--- src/rtl/game_pkg.sv ---
// Shared playfield constants, FSM encoding and small helpers for the note scroller and the
// downstream StateHandler stage.
package game_pkg;

  localparam int unsigned LANES   = 4;
  localparam int unsigned ROWS    = 12;
  localparam int unsigned BOARD_W = LANES * ROWS;

  // Feedback taps x^16 + x^14 + x^13 + x^11 + 1 as bit positions 15, 13, 12, 10.
  localparam logic [15:0] LFSR_TAPS    = 16'hB400;
  localparam logic [15:0] DEFAULT_SEED = 16'hACE1;

  typedef enum logic [1:0] {
    StIdle  = 2'd0,
    StRun   = 2'd1,
    StPause = 2'd2
  } state_e;

  function automatic logic [2:0] popcount4(input logic [3:0] v);
    popcount4 = 3'(v[0]) + 3'(v[1]) + 3'(v[2]) + 3'(v[3]);
  endfunction

  function automatic logic [LANES-1:0] lane_onehot(input logic [1:0] sel);
    lane_onehot = LANES'(1) << sel;
  endfunction

endpackage

--- src/rtl/note_scroller_if.sv ---
// Control and playfield signals between the note scroller and the StateHandler stage.
interface note_scroller_if;
  import game_pkg::*;

  logic               enable;
  logic [LANES-1:0]   clear_col;
  logic [BOARD_W-1:0] square_locations;
  logic               step;
  logic [LANES-1:0]   miss;
  logic [7:0]         miss_count;

  modport master (
    output enable, clear_col,
    input  square_locations, step, miss, miss_count
  );

  modport slave (
    input  enable, clear_col,
    output square_locations, step, miss, miss_count
  );
endinterface

--- src/rtl/note_lfsr.sv ---
// 16-bit Fibonacci LFSR that picks spawn lanes; loads the seed on reset and advances on request.
module note_lfsr import game_pkg::*; (
  input  logic        clk,
  input  logic        rst,
  input  logic        advance_i,
  input  logic [15:0] seed_i,
  output logic [15:0] value_o
);
  logic [15:0] lfsr_q, lfsr_d;

  always_comb begin
    lfsr_d = lfsr_q;
    if (advance_i) begin
      lfsr_d = {lfsr_q[14:0], ^(lfsr_q & LFSR_TAPS)};
    end
  end

  always_ff @(posedge clk) begin
    if (!rst) begin
      lfsr_q <= seed_i;
    end else begin
      lfsr_q <= lfsr_d;
    end
  end

  assign value_o = lfsr_q;
endmodule

--- src/rtl/note_scroller.sv ---
// Falling-note playfield: scrolls a 12x4 board toward the hit row every TICK_DIV clocks,
// spawns notes from an LFSR, applies lane clears and reports uncleared notes as misses.
module note_scroller import game_pkg::*; #(
  parameter int unsigned TICK_DIV  = 25000000,
  parameter int unsigned SPAWN_GAP = 2,
  parameter logic [15:0] LFSR_SEED = game_pkg::DEFAULT_SEED
) (
  input logic            clk,
  input logic            rst,
  note_scroller_if.slave bus
);
  localparam int unsigned TickW  = (TICK_DIV > 1) ? $clog2(TICK_DIV) : 1;
  localparam int unsigned SpawnW = (SPAWN_GAP > 1) ? $clog2(SPAWN_GAP) : 1;
  localparam logic [TickW-1:0]  TickLast  = TickW'(TICK_DIV - 1);
  localparam logic [SpawnW-1:0] SpawnLast = SpawnW'(SPAWN_GAP - 1);

  state_e             state_q, state_d;
  logic [TickW-1:0]   tick_q, tick_d;
  logic [SpawnW-1:0]  spawn_q, spawn_d;
  logic [BOARD_W-1:0] board_q, board_d;
  logic               step_q, step_d;
  logic [LANES-1:0]   miss_q, miss_d;
  logic [7:0]         miss_cnt_q, miss_cnt_d;

  logic               lfsr_adv;
  logic [15:0]        lfsr_value;
  logic [BOARD_W-1:0] cleared;
  logic [8:0]         miss_sum;
  logic               unused_lfsr;

  note_lfsr u_lfsr (
    .clk       (clk),
    .rst       (rst),
    .advance_i (lfsr_adv),
    .seed_i    (LFSR_SEED),
    .value_o   (lfsr_value)
  );

  // Only the two low LFSR bits select a spawn lane.
  assign unused_lfsr = ^lfsr_value[15:2];

  // Clear only ever touches the hit row.
  assign cleared  = board_q & ~{{(BOARD_W - LANES){1'b0}}, bus.clear_col};
  assign miss_sum = {1'b0, miss_cnt_q} + {6'b0, popcount4(cleared[LANES-1:0])};

  always_comb begin
    state_d    = state_q;
    tick_d     = tick_q;
    spawn_d    = spawn_q;
    board_d    = board_q;
    step_d     = 1'b0;
    miss_d     = '0;
    miss_cnt_d = miss_cnt_q;
    lfsr_adv   = 1'b0;

    unique case (state_q)
      StIdle: begin
        if (bus.enable) state_d = StRun;
      end
      StRun: begin
        if (!bus.enable) state_d = StPause;
        board_d = cleared;
        if (tick_q == TickLast) begin
          tick_d     = '0;
          step_d     = 1'b1;
          miss_d     = cleared[LANES-1:0];
          miss_cnt_d = miss_sum[8] ? 8'hFF : miss_sum[7:0];
          // Row 11 is empty after the shift, so the spawn can simply overwrite it.
          board_d    = cleared >> LANES;
          if (spawn_q == '0) begin
            board_d[BOARD_W-1 -: LANES] = lane_onehot(lfsr_value[1:0]);
          end
          spawn_d    = (spawn_q == SpawnLast) ? '0 : spawn_q + 1'b1;
          lfsr_adv   = 1'b1;
        end else begin
          tick_d = tick_q + 1'b1;
        end
      end
      StPause: begin
        if (bus.enable) state_d = StRun;
      end
      default: state_d = StIdle;
    endcase
  end

  always_ff @(posedge clk) begin
    if (!rst) begin
      state_q    <= StIdle;
      tick_q     <= '0;
      spawn_q    <= '0;
      board_q    <= '0;
      step_q     <= 1'b0;
      miss_q     <= '0;
      miss_cnt_q <= '0;
    end else begin
      state_q    <= state_d;
      tick_q     <= tick_d;
      spawn_q    <= spawn_d;
      board_q    <= board_d;
      step_q     <= step_d;
      miss_q     <= miss_d;
      miss_cnt_q <= miss_cnt_d;
    end
  end

  assign bus.square_locations = board_q;
  assign bus.step             = step_q;
  assign bus.miss             = miss_q;
  assign bus.miss_count       = miss_cnt_q;
endmodule
--- src/flat_wrapper.sv ---
// flat-port wrapper written by rule: the top's interface ports become plain ports
module note_scroller_flat import game_pkg::*;
#(
  parameter int unsigned TICK_DIV  = 25000000,
  parameter int unsigned SPAWN_GAP = 2,
  parameter logic [15:0] LFSR_SEED = game_pkg::DEFAULT_SEED
)
  (clk, rst, bus_enable, bus_clear_col, bus_square_locations, bus_step, bus_miss, bus_miss_count);
  note_scroller_if bus_i ();
  input logic clk;
  input logic rst;
  input wire logic [$bits(bus_i.enable)-1:0] bus_enable;
  input wire logic [$bits(bus_i.clear_col)-1:0] bus_clear_col;
  output wire logic [$bits(bus_i.square_locations)-1:0] bus_square_locations;
  output wire logic [$bits(bus_i.step)-1:0] bus_step;
  output wire logic [$bits(bus_i.miss)-1:0] bus_miss;
  output wire logic [$bits(bus_i.miss_count)-1:0] bus_miss_count;
  assign bus_i.enable = bus_enable;
  assign bus_i.clear_col = bus_clear_col;
  assign bus_square_locations = bus_i.square_locations;
  assign bus_step = bus_i.step;
  assign bus_miss = bus_i.miss;
  assign bus_miss_count = bus_i.miss_count;
  note_scroller #(.TICK_DIV(TICK_DIV), .SPAWN_GAP(SPAWN_GAP), .LFSR_SEED(LFSR_SEED)) u_core (.clk(clk), .rst(rst), .bus(bus_i));
endmodule
--- config.mk ---
export PLATFORM = sky130hd
export DESIGN_NAME = note_scroller_flat
export DESIGN_NICKNAME = d
export VERILOG_FILES = /design/src/rtl/game_pkg.sv /design/src/rtl/note_scroller_if.sv /design/src/rtl/note_lfsr.sv /design/src/rtl/note_scroller.sv /design/src/flat_wrapper.sv
export SDC_FILE = /design/constraint.sdc
export NUM_CORES = 1
export LEC_CHECK = 0
export ABC_AREA = 1
export CORE_UTILIZATION = 59
export DETAILED_ROUTE_END_ITERATION = 10
export PLACE_DENSITY = 0.85
export SYNTH_ARGS = -nofsm -noshare
export SYNTH_HDL_FRONTEND = slang
export SYNTH_SLANG_ARGS = --single-unit
--- constraint.sdc ---
create_clock -name clk -period 8.1 [get_ports clk]
set_clock_uncertainty 0.2 [all_clocks]
set_input_delay 1.62 -clock clk [delete_from_list [all_inputs] [get_ports clk]]
set_output_delay 1.62 -clock clk [all_outputs]
set_load 0.03 [all_outputs]
==> flow_summary.toml, run 1 <==
[worst_setup_path]
crit_type = "input port to flip-flop"
r2r_cells = 14
cp_data_arrival_time_ns = 4.71
startpoint_type = "input port"
cp_data_required_time_ns = 8.21
end_kind = "flip-flop"
timing.rr.start = "u_core.bus.square_locations[1]"
slowest_delay_ns = 0.45
r2r_end = "u_core.bus.miss_count[4]"
r2r_setup_slack_ns = 4.75
critical-path-slowest-cell = "clkdlybuf4s50_1"
cpMostUsedCell = "inv_1"
crit_chain = "clkdlybuf4s50_1 -> nor2_1 -> ha_1 -> inv_1 -> fa_1 -> inv_1 -> ha_1 -> inv_1 -> fa_1 -> o21bai_1 -> nand3_1 -> nand3_1 -> nand2_1 -> a21oi_1"
cp_max_fo = 7

[cells_and_area]
post-route-util_pct = 67.6
regArea_sq_mm = 0.00210
nets = 744
syn2layout_area_growth_pct = 10.6
multi_input_area_sq_mm = 0.00220
diodes = 0
drive_gt1_share_pct = 5.72
mostFrequentLayoutCells = "nand2_1 (268), dfxtp_1 (105), nor2_1 (68), clkdlybuf4s50_1 (67), inv_1 (62)"
nFillCells = 729
layout_commonest_cell = "nand2_1"

[detailed_routing]
detail-route-antenna-nets = 0
avgViaCountPerCell = 5.21
route.detailed.drc = 0
wl_um = 10800
first_pass_iters = 5
vias = 4369
drt-initial-drc-count = 263
wl_per_cell_um = 12.9

[yosys]
syn_inst = 717
muxShareOfSynthArea_pct = 0
synth-xor-area-share_pct = 1.39
synthDistinctLibCells = 35
synth_fp_nets = 732
synth_edf_count = 0
synth_top_area_share_pct = 41.7
ys_warn_count = 0
syn_avg_cell_area_sq_um = 7.04
ys_async_sr_fraction_pct = 0
synth-seq-cells = 105
syn_area_sq_mm = 0.00505
synth_ff_type = "dfxtp_1"
synth-simple-area-share_pct = 35.1
synth_fa_ha_area_share_pct = 2.28
synth_top_family_by_area = "simple AND/OR/NAND/NOR gates"
yosysSeqAreaShare_pct = 41.7
synth_top_cell_by_area = "dfxtp_1"
synth_compound_area_share_pct = 4.86
synthTopCellsByArea = "dfxtp_1 (42%), nand2_1 (20%), buf_4 (6.5%), nor2_1 (5.1%), inv_1 (4.6%)"

[sta]
rsz0062_at_grt = "false"
hold_violations = 0
maxSlewHeadroom_pct = 24.0
period_minus_slack_ns = 4.60
fin_crit_sh_pct = 56.8
drv_slew = 0
tightest_slew_ns = 1.14
tns_ns = 0
max_clock_freq_mhz = 218
setup_violations = 0

[run_status]
outcome = "finished, final reports clean"

[floorplan]
die_w_um = 94.5
initial_core_util_pct = 61.1
ios = 68
placementRows = 33
die_y_um = 94.5
dieArea_sq_mm = 0.00893
core_sq_mm = 0.00826

[global_routing]
grt_pass1_wl_um = 17500
grt-ovfl-total = 0
grt_max_degree = 58
antenna_found_initial = 0
grt_use_total_pct = 25.0
grt_pass1_vias = 3989

[power_and_ir_drop]
power_frac_comb_pct = 3.5
vdd_drop_max_mv = 0.0993
swShare_pct = 24.8
p_sw_mw = 0.225
power.density_mw_per_mm2 = 162
power_mw = 0.905
pwr-share-clk_pct = 39.0
seq_power_share_pct = 57.5
internal-power_mw = 0.681
leakage_nw = 2.36

[cts]
numCtsBuffers = 9
cts_sinks = 105
cts_root_buf = "clkbuf_8"
cts_tree = "done"
insertion_delay_ns = 0.38
cts_resized = 0
cts_setup_buffers = 0
hold_buffers = 0
path_clk_slew_ns = 0.11
h-tree-depth = 3
clk_path_buf_depth = 2

[run]
drv_cap = 0

[min_path]
holdPathEnd = "u_core.u_lfsr.value_o[8]"
hold_depth = 2
min_from = "u_core.u_lfsr.value_o[8]"
holdCritPathClass = "flip-flop to flip-flop"

[placed_design]
globalplace.congestion = 0.880
portBuffers = 67
detailed_place_hpwl_um = 7720
[cells by family (layout without fill, tap and decap cells)]
group                      after synthesis  count (layout)
and+or+nand+nor                        421             421
adders and majority gates                8               8
AOI/OAI and AO/OA                       41              41
DFF                                    105             105
xor gates and xnor gates                 8               8
buffers and inverters                  134             151
[cells in the mapped netlist (5+ instances only)]
cell type / count
nand2_1: 268
dfxtp_1: 105
nor2_1: 68
inv_1: 62
buf_4: 44
nand3_1: 43
a21oi_1: 19
o21ai_0: 13
nor3_1: 12
buf_6: 9
buf_2: 7
nand4_1: 7
ha_1: 6
inv_2: 6
clkbuf_1: 5
nor2_2: 5
xnor2_1: 5
[power groups by stage]
| stage | Clock [mW] | Sequential (mW) | Combinational [mW] |
|---|---|---|---|
| after floorplan | 0 | 0.535 | 0.0201 |
| after global placement | 0 | 0.532 | 0.0312 |
| after detailed placement | 0 | 0.532 | 0.0319 |
| after CTS | 0.355 | 0.521 | 0.0322 |
| after global routing | 0.378 | 0.521 | 0.0353 |
| final | 0.353 | 0.521 | 0.0321 |
[metrics by stage]
step	worst slack [ns]	area (sq um)	hold WS, ns	std cells
2_1_floorplan	3.98	5050	0.219	717
3_3_place_gp	3.26	5360	0.229	823
6_report	3.50	5580	0.262	839
3_5_place_dp	3.14	5360	0.241	823
5_1_grt	3.28	5580	0.291	839
4_1_cts	3.52	5580	0.264	839
[state kept, by name, summed over array words and instances, names as in the netlist]
signal,count
u_core.bus.step,1
u_core.u_lfsr.value_o,16
u_core.bus.miss_count,8
u_core.tick_q,25
u_core.state_q,2
u_core.spawn_q,1
u_core.bus.square_locations,48
u_core.bus.miss,4
[how the worst max path moves through the flow]
| stage | from | end | depth (start not counted) |
|---|---|---|---|
| after floorplan | bus_clear_col[1] | u_core.bus.miss_count[4] | 13 |
| after global placement | bus_clear_col[1] | u_core.bus.miss_count[5] | 14 |
| after detailed placement | bus_clear_col[1] | u_core.bus.miss_count[4] | 14 |
| after CTS | bus_clear_col[1] | u_core.bus.miss_count[5] | 14 |
| after global routing | bus_clear_col[1] | u_core.bus.miss_count[7] | 14 |
| final | bus_clear_col[1] | u_core.bus.miss_count[4] | 14 |
[layer usage]
layer / vias to the layer above / share of wire, % / global-route usage [%]
met3: 20 / 5.1 / 4.11
met4: 0 / 2.0 / 10.2
met1: 2026 / 44 / 30.8
met5: - / 0 / 0
met2: 121 / 49 / 43.3
li1: 2202 / - / -
[area by class of cell]
type	count	share of cell area (%)
timing repair buffer	67	12.0
clock buffer	9	2.22
multi-input combinational	478	39.4
clock inverter	7	1.79
sequential	105	37.7
inverter	68	4.57
tap	105	2.35
[worst max-delay path: cells and delay by family]
| kind | cells | cell delay [ns] |
|---|---|---|
| buffers and inverters | 4 | 0.66 |
| adders and majority gates | 4 | 1.24 |
| and+or+nand+nor | 4 | 0.73 |
| AOI/OAI and AO/OA | 2 | 0.45 |
Note: power is estimated with default switching activity, not from simulation.
==> run 2: changes to the inputs <==
--- a/config.mk
+++ b/config.mk
@@ -6,9 +6,9 @@
 export NUM_CORES = 1
 export LEC_CHECK = 0
 export ABC_AREA = 1
-export CORE_UTILIZATION = 59
+export CORE_UTILIZATION = 55
 export DETAILED_ROUTE_END_ITERATION = 10
-export PLACE_DENSITY = 0.85
+export PLACE_DENSITY = 0.8
 export SYNTH_ARGS = -nofsm -noshare
 export SYNTH_HDL_FRONTEND = slang
 export SYNTH_SLANG_ARGS = --single-unit
==> constraint.sdc (replaced) <==
create_clock -name clk -period 4.83 [get_ports clk]
set_clock_uncertainty 0.2 [all_clocks]
set_input_delay 0.966 -clock clk [delete_from_list [all_inputs] [get_ports clk]]
set_output_delay 0.966 -clock clk [all_outputs]
set_load 0.03 [all_outputs]
==> run 2 against run 1 <==
Effect of this change:
- the flow now finishes with violations (DRC)
- global-route usage decreased by 1.8 points
- critical path depth unchanged
- flip-flop and latch count unchanged
- cell area decreased by 0.22%
- first-iteration DRC count increased by 34%
- clock power increased by 46%
- sequential power increased by 68%
- critical path type unchanged
- critical endpoint is now u_core.bus.miss_count[7]
- highest routed layer unchanged
==> flow_summary.toml, run 2 (same netlist as run 1, synthesis figures left out) <==
[run_status]
outcome = "finished with violations"
failed_checks = "DRC"

[detailed_routing]
vias = 4324
detail-route-antenna-nets = 0
avgViaCountPerCell = 5.12
wl_um = 10600
first_pass_iters = 9
wl_per_cell_um = 12.6
route.detailed.drc = 12
drt-initial-drc-count = 353

[placed_design]
portBuffers = 67
globalplace.congestion = 0.874
detailed_place_hpwl_um = 7710
place_inst = 829

[floorplan]
placementRows = 34
core_sq_mm = 0.00881
die_w_um = 97.8
ios = 68
initial_core_util_pct = 57.3
die_y_um = 97.8
dieArea_sq_mm = 0.00956

[sta]
setup_violations = 0
hold_violations = 0
maxSlewHeadroom_pct = 36.8
fin_crit_sh_pct = 82.0
rsz0062_at_grt = "false"
drv_slew = 0
period_minus_slack_ns = 3.96
tightest_slew_ns = 0.946
tns_ns = 0
max_clock_freq_mhz = 253
hold_slack_ns = 0.259

[worst_setup_path]
crit_type = "input port to flip-flop"
crit_chain = "clkdlybuf4s50_1 -> nor2_1 -> ha_1 -> inv_1 -> fa_1 -> inv_1 -> ha_1 -> inv_1 -> fa_1 -> o21bai_1 -> nand3_1 -> nand3_1 -> nand2_1 -> a21oi_1"
startpoint_type = "input port"
critical-path-slowest-cell = "clkdlybuf4s50_1"
slowest_delay_ns = 0.46
cpMostUsedCell = "inv_1"
cp_num_buf_inv = 4
cp_data_arrival_time_ns = 4.06
cp_max_fo = 7
end_kind = "flip-flop"
worst_path_dominant_cell_family = "adder cells"
r2r_setup_slack_ns = 1.52
cp_data_required_time_ns = 4.93

[cts]
cts_setup_buffers = 0
numCtsBuffers = 9
cts_root_buf = "clkbuf_8"
cts_tree = "done"
h-tree-depth = 3
cts_resized = 0
cts_sinks = 105
clk_path_buf_depth = 2
path_clk_slew_ns = 0.10
hold_buffers = 0
insertion_delay_ns = 0.37

[run]
drv_cap = 0

[global_routing]
grt_max_degree = 58
grt_pass1_wl_um = 17900
grt_use_total_pct = 23.2
grt_pass1_vias = 3861
antenna_found_initial = 0
grt-ovfl-total = 0

[cells_and_area]
largest_reg_flops = 48
mostFrequentLayoutCells = "nand2_1 (268), dfxtp_1 (105), nor2_1 (68), clkdlybuf4s50_1 (67), inv_1 (62)"
drive_gt1_share_pct = 5.97
nFillCells = 801
diodes = 0
syn2layout_area_growth_pct = 10.4
layout_commonest_cell = "nand2_1"
nets = 747
finalNonFillerCells = 845

[power_and_ir_drop]
leakage_nw = 2.36
power.density_mw_per_mm2 = 259
vdd_drop_max_mv = 0.172

[min_path]
holdCritPathClass = "flip-flop to flip-flop"
[run 2: cell count changes in the layout (fill, tap and decap cells not counted)]
| cell | change |
|---|---|
| buf_4 | +3 |
| bufinv_16 | -1 |
| clkbuf_1 | +1 |
| clkinv_8 | -2 |
| inv_6 | +1 |
| inv_8 | +1 |
[run 2: path summary, 6_finish.rpt]
kind / from / end / cells after the start
setup / recovery: bus_clear_col[1] / u_core.bus.miss_count[7] / 14
hold / removal: u_core.u_lfsr.value_o[3] / u_core.u_lfsr.value_o[3] / 2
setup reg to reg: u_core.bus.square_locations[1] / u_core.bus.miss_count[7] / 14
hold reg to reg: u_core.u_lfsr.value_o[3] / u_core.u_lfsr.value_o[3] / 2
[run 2: metrics by stage]
| step | utilization, % | worst slack [ns] | area, sq um | total power, mW |
|---|---|---|---|---|
| 6_report | 63.3 | 0.871 | 5570 | 1.44 |
| 5_1_grt | 63.3 | 0.652 | 5570 | 1.50 |
| 4_1_cts | 63.3 | 0.924 | 5570 | 1.46 |
| 3_5_place_dp | 61.2 | 0.544 | 5390 | 0.947 |
| 3_3_place_gp | 61.2 | 0.631 | 5390 | 0.946 |
| 2_1_floorplan | - | 1.37 | 5050 | 0.930 |
[run 2: final cells by class]
class	instances	area [sq um]	share of cell area [%]
clock inverters	6	57.6	1.03
repair buffers	70	693	12.4
well taps	108	135	2.43
flip-flops and latches	105	2100	37.7
inverters	68	255	4.58
multi-input cells	478	2200	39.5
clock buffers	10	128	2.29
[run 2: where the power goes]
part	total (mW)	internal, mW	switching [mW]
clock network	0.516	0.201	0.315
registers	0.873	0.869	0.00353
logic	0.0549	0.0174	0.0374
[run 2: tightest hold or removal path, delay by kind of cell, from the launching register on]
family | cells | cell delay [ns]
AND/OR/NAND/NOR | 2 | 0.10
flip-flops | 1 | 0.32
[run 2: routing by layer]
metal	vias up	GRT usage, %	part of all wire (%)
met5	-	0	0
met4	0	8.16	1.8
met3	18	2.86	4.5
met2	116	40.0	48
met1	1980	30.0	46
li1	2210	-	-
==> run 3: changes to the inputs <==
--- a/config.mk
+++ b/config.mk
@@ -6,9 +6,9 @@
 export NUM_CORES = 1
 export LEC_CHECK = 0
 export ABC_AREA = 1
-export CORE_UTILIZATION = 55
+export CORE_UTILIZATION = 50
 export DETAILED_ROUTE_END_ITERATION = 10
-export PLACE_DENSITY = 0.8
+export PLACE_DENSITY = 0.77
 export SYNTH_ARGS = -nofsm -noshare
 export SYNTH_HDL_FRONTEND = slang
 export SYNTH_SLANG_ARGS = --single-unit
==> constraint.sdc (replaced) <==
create_clock -name clk -period 3.6 [get_ports clk]
set_clock_uncertainty 0.2 [all_clocks]
set_input_delay 0.72 -clock clk [delete_from_list [all_inputs] [get_ports clk]]
set_output_delay 0.72 -clock clk [all_outputs]
set_load 0.03 [all_outputs]
==> run 3 against run 2 <==
Effect of this change:
- the flow now finishes without violations
- die area up 9.8%
- critical endpoint is now u_core.bus.miss_count[4]
- flip-flop and latch count unchanged
- final cell count up 3.8%
- sequential power up 34%
- core utilization down 5.1 points
- first-iteration DRC count down 34%
- cell area up 2.1%
- count of clock-buffer cells in the layout unchanged
- sequential share of layout area down 0.78 points
- clock power up 37%
- combinational power up 43%
==> flow_summary.toml, run 3 (same netlist as run 1, synthesis figures left out) <==
[run_status]
outcome = "finished, final reports clean"

[cts]
insertion_delay_ns = 0.38
cts_setup_buffers = 0
h-tree-depth = 3
hold_buffers = 0
cts_root_buf = "clkbuf_8"
numCtsBuffers = 9
path_clk_slew_ns = 0.11
clk_path_buf_depth = 2
cts_sinks = 105
cts_tree = "done"

[floorplan]
die_y_um = 102
core_sq_mm = 0.00977
ios = 68
initial_core_util_pct = 51.6
placementRows = 36
die_w_um = 102
dieArea_sq_mm = 0.0105

[global_routing]
grt_use_total_pct = 22.1
grt_pass1_vias = 3966
grt_pass1_wl_um = 18100
antenna_found_initial = 0
grt_max_degree = 57
grt-ovfl-total = 0

[worst_setup_path]
end_kind = "flip-flop"
timing.rr.start = "u_core.bus.square_locations[0]"
critical-path-slowest-cell = "clkdlybuf4s50_1"
startpoint_type = "input port"
crit_type = "input port to flip-flop"
cpMostUsedCell = "inv_1"
cp_data_arrival_time_ns = 3.51
r2r_setup_slack_ns = 0.61
crit_chain = "clkdlybuf4s50_1 -> nor2_1 -> ha_1 -> inv_1 -> fa_1 -> inv_1 -> ha_1 -> inv_1 -> fa_1 -> o21bai_1 -> buf_4 -> nand3b_1 -> nand3_1 -> nand2_1 -> a21oi_1"
cp_data_required_time_ns = 3.71
slowest_delay_ns = 0.51
r2r_cells = 15
r2r_end = "u_core.bus.miss_count[4]"
startpoint = "bus_clear_col[1]"
cp_max_fo = 4

[cells_and_area]
syn2layout_area_growth_pct = 12.7
layout_commonest_cell = "nand2_1"
nets = 754
diodes = 0
largest_reg_flops = 48
post-route-util_pct = 58.2
drive_gt1_share_pct = 6.99
mostFrequentLayoutCells = "nand2_1 (268), dfxtp_1 (105), nor2_1 (68), clkdlybuf4s50_1 (67), inv_1 (62)"

[sta]
maxSlewHeadroom_pct = 63.5
hold_slack_ns = 0.255
drv_slew = 0
hold_violations = 0
max_clock_freq_mhz = 294
rsz0062_at_grt = "false"
setup_violations = 0
period_minus_slack_ns = 3.41
tightest_slew_ns = 0.542
fin_crit_sh_pct = 94.6

[detailed_routing]
drt-initial-drc-count = 234
wl_per_cell_um = 12.5
vias = 4374
avgViaCountPerCell = 4.99
detail-route-antenna-nets = 0
wl_um = 10900
route.detailed.drc = 0
first_pass_iters = 5

[min_path]
holdPathEnd = "u_core.u_lfsr.value_o[8]"
hold_depth = 2
min_from = "u_core.u_lfsr.value_o[8]"
holdCritPathClass = "flip-flop to flip-flop"

[placed_design]
portBuffers = 67
detailed_place_hpwl_um = 7950
globalplace.congestion = 0.879

[power_and_ir_drop]
power.density_mw_per_mm2 = 344
vdd_drop_max_mv = 0.212
leakage_nw = 2.40

[run]
drv_cap = 0
[run 3: cell types whose count changed in the layout (fill, tap and decap cells not counted), sizes merged]
cell | previous run | this run
inv | 72 | 71
buf | 3 | 10
clkinvlp | 0 | 1
[run 3: cell type report]
type | instances | area [sq um]
Sequential cell | 105 | 2100
Inverter | 68 | 255
Clock inverter | 6 | 61.3
Multi-Input combinational cell | 478 | 2200
Timing Repair Buffer | 77 | 771
Clock buffer | 10 | 128
Tap cell | 133 | 166
Fill cell | 917 | 4090
[run 3: per-layer routing]
| layer | wire [um] | global-route usage [%] |
|---|---|---|
| met5 | 0 | 0 |
| met4 | 131 | 6.92 |
| met3 | 649 | 4.65 |
| met2 | 5210 | 36.7 |
| met1 | 4950 | 28.7 |
[run 3: critical path, delay by kind of cell]
| family | cells | cell delay (ns) |
|---|---|---|
| adders and majority gates | 4 | 1.25 |
| buffers and inverters | 5 | 0.88 |
| AOI/OAI and AO/OA | 2 | 0.36 |
| and+or+nand+nor | 4 | 0.31 |
[run 3: timing repair]
item	4_1_cts	5_1_grt
endpoints found under the hold margin	0	0
endpoints found under the setup margin	0	5
resized for setup	0	1
[run 3: through the flow]
stage	area [sq um]	power, mW	TNS (ns)	std cells	worst slack (ns)
3_5_place_dp	5490	1.28	-1.75	861	-0.260
2_1_floorplan	5050	1.25	0	717	0.382
3_3_place_gp	5490	1.27	-0.942	861	-0.155
6_report	5690	1.96	0	877	0.195
4_1_cts	5680	1.97	0	877	0.137
5_1_grt	5690	2.03	0	877	0.0567
[run 3: how the worst max path moves through the flow]
stage,endpoint,cells after the start
floorplan,u_core.bus.miss_count[4],13
global placement,u_core.bus.miss_count[6],14
detailed placement,u_core.bus.miss_count[4],14
CTS,u_core.bus.miss_count[5],14
global route,u_core.bus.miss_count[4],15
finish,u_core.bus.miss_count[4],15
[run 3: report_power, final]
part           internal, mW  total [mW]  switching (mW)
clock                 0.269       0.707           0.438
combinational        0.0276      0.0785          0.0509
sequential             1.17        1.17         0.00472
total                  1.46        1.96           0.494
